File: src/rtl/hbridge_pkg.sv
// hbridge_pkg: shared states, polarity constants and switch patterns for the H-bridge chopper
package hbridge_pkg;

  typedef enum logic [1:0] {
    OFF,
    DEAD,
    DRIVE,
    DECAY
  } state_t;

  localparam logic DIR_FWD = 1'b0;
  localparam logic DIR_REV = 1'b1;

  // Switch patterns, bit order {h1, l1, h2, l2}
  localparam logic [3:0] PAT_OFF   = 4'b0000;
  localparam logic [3:0] PAT_FWD   = 4'b1001;
  localparam logic [3:0] PAT_REV   = 4'b0110;
  localparam logic [3:0] PAT_BRAKE = 4'b0101;

  // Bridge pattern for a state; only DRIVE depends on polarity
  function automatic logic [3:0] switch_pattern(input state_t s, input logic d);
    return s == DRIVE ? (d == DIR_REV ? PAT_REV : PAT_FWD) :
           s == DECAY ? PAT_BRAKE : PAT_OFF;
  endfunction

endpackage

File: src/rtl/hbridge_chopper.sv
// hbridge_chopper: fixed-off-time current chopper with dead-time protected H-bridge sequencing
module hbridge_chopper
  import hbridge_pkg::*;
#(
  parameter int CURRENT_W = 13,
  parameter int DEADTIME  = 4,
  parameter int BLANK     = 8,
  parameter int TOFF      = 32
) (
  input  logic                 clk,
  input  logic                 resetn,
  input  logic                 enable,
  input  logic                 dir,
  input  logic [CURRENT_W-1:0] target,
  input  logic [CURRENT_W-1:0] current,
  output logic                 s_l1,
  output logic                 s_h1,
  output logic                 s_l2,
  output logic                 s_h2,
  output logic                 drive_active,
  output logic                 decay_active
);

  localparam int MAX_A = DEADTIME > BLANK ? DEADTIME : BLANK;
  localparam int MAX_C = MAX_A > TOFF ? MAX_A : TOFF;
  localparam int CW    = $clog2(MAX_C + 1);

  localparam logic [CW-1:0] DT_LOAD = CW'(DEADTIME - 1);
  localparam logic [CW-1:0] BL_LOAD = CW'(BLANK - 1);
  localparam logic [CW-1:0] TF_LOAD = CW'(TOFF - 1);

  state_t        state, state_n;
  state_t        nxt, nxt_n;
  logic [CW-1:0] cnt, cnt_n;
  logic          dir_q, dir_n;
  logic [3:0]    pat;
  logic          cnt_zero;

  assign cnt_zero = cnt == '0;
  assign {s_h1, s_l1, s_h2, s_l2} = pat;

  // State, shared counter and registered output decode of the upcoming state
  always_ff @(posedge clk) begin
    if (!resetn) begin
      state        <= OFF;
      nxt          <= OFF;
      cnt          <= '0;
      dir_q        <= DIR_FWD;
      pat          <= PAT_OFF;
      drive_active <= 1'b0;
      decay_active <= 1'b0;
    end else begin
      state        <= state_n;
      nxt          <= nxt_n;
      cnt          <= cnt_n;
      dir_q        <= dir_n;
      pat          <= switch_pattern(state_n, dir_n);
      drive_active <= state_n == DRIVE;
      decay_active <= state_n == DECAY;
    end
  end

  // Next-state logic; every exit from DRIVE/DECAY passes through DEAD with a fresh dead-time count
  always_comb begin
    state_n = state;
    nxt_n   = nxt;
    cnt_n   = cnt_zero ? cnt : cnt - 1'b1;
    dir_n   = dir_q;
    case (state)
      OFF: begin
        cnt_n = '0;
        if (enable) begin
          state_n = DEAD;
          nxt_n   = DRIVE;
          cnt_n   = DT_LOAD;
        end
      end
      DEAD: begin
        if (!enable) nxt_n = OFF;
        if (cnt_zero) begin
          state_n = nxt_n;
          cnt_n   = nxt_n == DRIVE ? BL_LOAD : nxt_n == DECAY ? TF_LOAD : '0;
          if (nxt_n == DRIVE) dir_n = dir;
        end
      end
      DRIVE: begin
        if (!enable || dir != dir_q || (cnt_zero && current >= target)) begin
          state_n = DEAD;
          cnt_n   = DT_LOAD;
          nxt_n   = !enable ? OFF : dir != dir_q ? DRIVE : DECAY;
        end
      end
      DECAY: begin
        if (!enable || cnt_zero) begin
          state_n = DEAD;
          cnt_n   = DT_LOAD;
          nxt_n   = !enable ? OFF : DRIVE;
        end
      end
    endcase
  end

endmodule

File: config.mk
export PLATFORM = sky130hd
export DESIGN_NAME = hbridge_chopper
export DESIGN_NICKNAME = d
export VERILOG_FILES = /design/src/rtl/hbridge_pkg.sv /design/src/rtl/hbridge_chopper.sv
export SDC_FILE = /design/constraint.sdc
export NUM_CORES = 1
export LEC_CHECK = 0
export CAP_MARGIN = 20
export CORE_MARGIN = 2
export CORE_UTILIZATION = 38
export CTS_CLUSTER_DIAMETER = 30
export DETAILED_ROUTE_END_ITERATION = 8
export GPL_ROUTABILITY_DRIVEN = 0
export PLACE_DENSITY = 0.64
export SLEW_MARGIN = 0
export SYNTH_ARGS = -nofsm -noshare
export SYNTH_HDL_FRONTEND = slang
export SYNTH_SLANG_ARGS = --single-unit
File: constraint.sdc
create_clock -name clk -period 3.1 [get_ports clk]
set_input_delay 0.93 -clock clk [delete_from_list [all_inputs] [get_ports clk]]
set_output_delay 0.93 -clock clk [all_outputs]
set_load 0.1 [all_outputs]
# [After elaboration in Yosys (flattened, before gate mapping)]
# Index checks and enable logic that the tools add are counted.
[op_classes] magnitude_cmp=1 muxes=28 n_eq_ne=11 mul=0 shifts=0 n_reduce_logical=8 bitwise_logic=0 addsub=1 n_div=0
[ops] cell="$mux W2" n=12
[ops] cell="$mux W6" n=4
[ops] cell="$pmux W6 S4" n=1
[ops] cell="$pmux W2 S4" n=2
[ops] cell="$ge A13 B13 Y1" n=1
[ops] cell="$eq A2 B2 Y1 const B" n=6
[ops] cell="$mux W5" n=2
[ops] cell="$mux W4" n=2
[ops] cell="$logic_not A6 Y1" n=1
[ops] cell="$ne A2 B2 Y1 const B" n=3
[ops] cell="$sub A6 B1 Y6 const B" n=1
[ops] cell="$mux W1" n=4
[ops] cell="$logic_or A1 B1 Y1" n=3
[ops] cell="$mux W3" n=1
[ops] cell="$reduce_and A3 Y1" n=1
[ops] cell="$eq A2 B1 Y1 const B" n=1
[ops] cell="$logic_not A2 Y1" n=1
[ops] cell="$logic_and A1 B1 Y1" n=1
[ops] cell="$logic_not A1 Y1" n=1
[ops] cell="$ne A1 B1 Y1" n=1
[word_totals] memories=0 out_inout_bits=6 ram_bits=0 latch_bits=0 inputBits=30 wordCells=56 romBits=0 reg_bits=17

# [Depth between registers and ports, before layout]
[logic_depth] depth_word=8 depth_mapped=9 mapped_depth_nobuf=7

# [Least setup slack after synthesis]
# OpenSTA, ideal clock, no wires.
[synth_path] path_type="input-to-reg" from="input port target[12]" to="register pat[3]" path_slack_ps=569 setup_ps=146 required_ps=2954 stages=7 arrival_ps=2385 path_cell_list="inv_1 ha_1 nand4_1 a2111oi_0 a32oi_1 a21oi_2 nor4b_1"
[synth_via] elab_chain_cells=7
[synth_lines] item="from (decl)" line="hbridge_chopper.sv:14" source="input logic [CURRENT_W-1:0] target,"
[synth_lines] item="$ge A13 B13 Y1" line="hbridge_chopper.sv:87" source="if (!enable || dir != dir_q || (cnt_zero && current >= target)) begin"
[synth_lines] item="$logic_and A1 B1 Y1" line="hbridge_chopper.sv:87"
[synth_lines] item="$logic_or A1 B1 Y1" line="hbridge_chopper.sv:87"
[synth_lines] item="$mux W2" line="hbridge_chopper.sv:87"
[synth_lines] item="$pmux W2 S4" line="hbridge_chopper.sv:69" source="case (state)"
[synth_lines] item="$eq A2 B2 Y1" line="hbridge_pkg.sv:22" source="return s == DRIVE ? (d == DIR_REV ? PAT_REV : PAT_FWD) :"
[synth_lines] item="$mux W4" line="hbridge_pkg.sv:22"
[synth_lines] item="to (signal assigned)" line="hbridge_chopper.sv:57" source="pat <= switch_pattern(state_n, dir_n);"
[synth_lines] item="to (decl)" line="hbridge_chopper.sv:36" source="logic [3:0] pat;"
# Every way passes these cells.
# A chain may end at the register's enable or synchronous reset.

# [Worst setup path in the final report]
[layout_path] from="input port target[3]" to="register pat[3]"
# The elaborated chain is that of the path after synthesis.

==> impl_results.md <==
* Hold Vio Cnt, Final at 0
* Setup Fix Bufs, Post-CTS at 0
* Final setup vio count at 0
* Pwr Density at 308.8 nW/um^2
* Count leader, synth: inv_1
* Total of max-cap violations at 0
* Register area share after synthesis at 27.23%
* HP Class: reg2reg
* Commonest cells post-synth: inv_1, dfxtp_1, ha_1
* Synth top area share at 27.23%
* Diodes inserted at 0
* DP Cell Count at 239
* Initial antenna violation count at 0
* Syn avg cell area at 8.064 um^2
* Worst Slack Setup Final at 0.2718 ns
* CTS tree: built
* Pre-CTS setup slack at -0.04648 ns
* Total power draw at 530.5 uW
* Via density at 5.189
* Pins Over Slew Limit at 0
* Worst skew pair latency at 0.30 ns
* Vias at 1,261
* Final period utilization at 91.23%
* Nets at 244
* Initial DRC count at 80
* Ys async rst share at 0%
* Initial core utilization at 40.28%
* Port bufs at 35
* Vias in the first global route at 1,201
* Synthesized cell area at 1250 um^2
* Rows at 20
* Post-Layout Cell Count at 243
* CTS HTree Levels at 1
* Crit. End Element: flop
* Num CTS Buffers at 3
* Layout cells sized above 1 at 14.57%
* Number of enable flip-flop cells after synthesis at 0
* Die width at 61.35 um
* Hold-fix buffers, CTS at 0
* Leakage at 0.0007086 uW
* Clk sinks at 17
* Finished Core Util at 55.36%
* Antenna Violating Nets Remaining at 0
* All-Layer GR Usage at 17.06%
* Data arrival, critical path at 3.03 ns
* Area grow syn2layout at 37.44%
* Post-Route WL at 2797 um
* RSZ-0062 raised after global routing: false
* Drt first pass iters at 4
* Top post-synthesis cells by area: dfxtp_1, ha_1, inv_1
* Warnings from Yosys at 0
* Slew @ Worst Pin at 0.6907 ns
* Post-synth top area cell: dfxtp_1
* Wire per inst at 11.51 um
* Register bit total from synthesis at 17
* Clk root buf: clkbuf_4
* Predominant post-synthesis flop cell: dfxtp_1
* Syn nets at 199
* CTS resizes at 0
* Die area at 3764 um^2
* DP HPWL at 2345 um
* Critical path launch point type: primary input
* Clk buf depth at 2
* Worst-path clk slew at 0.11 ns
* Final instance area at 1718 um^2
* Rel. slew slack at 53.65%
* Critical path class: in2reg
* GRT Residual Overflow at 0
* CP required at 3.30 ns
* Core Region at 3103 um^2
* FMAX at 0.3536 GHz
* Placed instance area at 1688 um^2
* Status: completed
* Cells after Synth at 155
* First-pass GRT wire length at 4995 um
* DRC viols at 0
* Largest net degree at the start of global routing at 13
* Yosys cell types at 46
* Largest vdd supply drop at 0.1662 mV
* Clock skew at 0.007417 ns
* Num ports at 36
* Fin crit period at 2.828 ns
* Die height at 61.35 um
* Worst-path fanout max at 7
-- cells by family after synthesis --
logic type                 Yosys count  share of synthesized area (%)
and+or+nand+nor                     48                          22.12
buffers and inverters               24                          8.208
AOI/OAI and AO/OA                   46                          23.92
xor gates and xnor gates             4                          2.803
muxes                                2                          1.702
adders and majority gates           14                          14.01
DFF                                 17                          27.23
-- worst max-delay path, cell delays in order --
cell	delay, ns
clkdlybuf4s50_1	0.45
inv_1	0.04
ha_1	0.28
o21ai_0	0.20
a2111oi_0	0.13
buf_4	0.15
a32oi_1	0.30
a21oi_2	0.10
buf_4	0.17
nor4b_1	0.29
-- power breakdown --
group	internal, uW	total, uW	switching, uW
sequential	224	234	9.45
clock	49.1	125	76.2
combinational	90.7	172	81.0
total	364	531	167
-- worst paths after layout --
path	from	end	slack (ns)	cells after the start
worst min-delay path	cnt[2]	cnt[2]	0.52	2
worst max-delay path	target[3]	pat[3]	0.27	10
worst max register to register	cnt[0]	pat[3]	0.46	7
worst min register to register	cnt[2]	cnt[2]	0.52	2
-- through the flow --
stage               setup TNS (ns)  hold slack (ns)
global route                     0           0.5627
CTS                              0           0.5157
finish                           0           0.5206
detailed placement         -0.2681           0.4980
global placement           -0.1087           0.4953
floorplan                        0           0.4714
-- area by class of cell --
cell class                 count  area [um^2]
inverter                      18        67.56
multi-input combinational    114        807.0
timing repair buffer          46        417.9
tap                           44        55.05
fill                         302         1385
clock inverter                 1        7.507
clock buffer                   3        22.52
sequential                    17        340.3
-- state kept, by name, summed over array words and instances, names as in the netlist --
signal,flops
drive_active,1
cnt,6
decay_active,1
dir_q,1
pat,4
nxt,2
state,2
-- per-layer routing --
layer / global-route usage, % / vias up / routed length, um
li1: - / 647 / -
met1: 23.37 / 572 / 1275
met2: 29.03 / 42 / 1333
met3: 3.151 / 0 / 188
met4: 1.824 / 0 / 0
met5: 0 / - / 0
-- placed cells by master, fill, tap and decap left out, types with 3 or more instances in the layout --
master,count
nand2_1,9
xnor2_1,4
a21oi_1,12
inv_1,18
dfxtp_1,17
ha_1,14
nand2b_1,5
buf_4,17
nor3_1,5
nor2_1,12
a211oi_1,3
clkdlybuf4s50_1,29
o21ai_0,11
a2111oi_0,4
clkbuf_4,3
No activity file was read; power rests on OpenSTA's default activity.
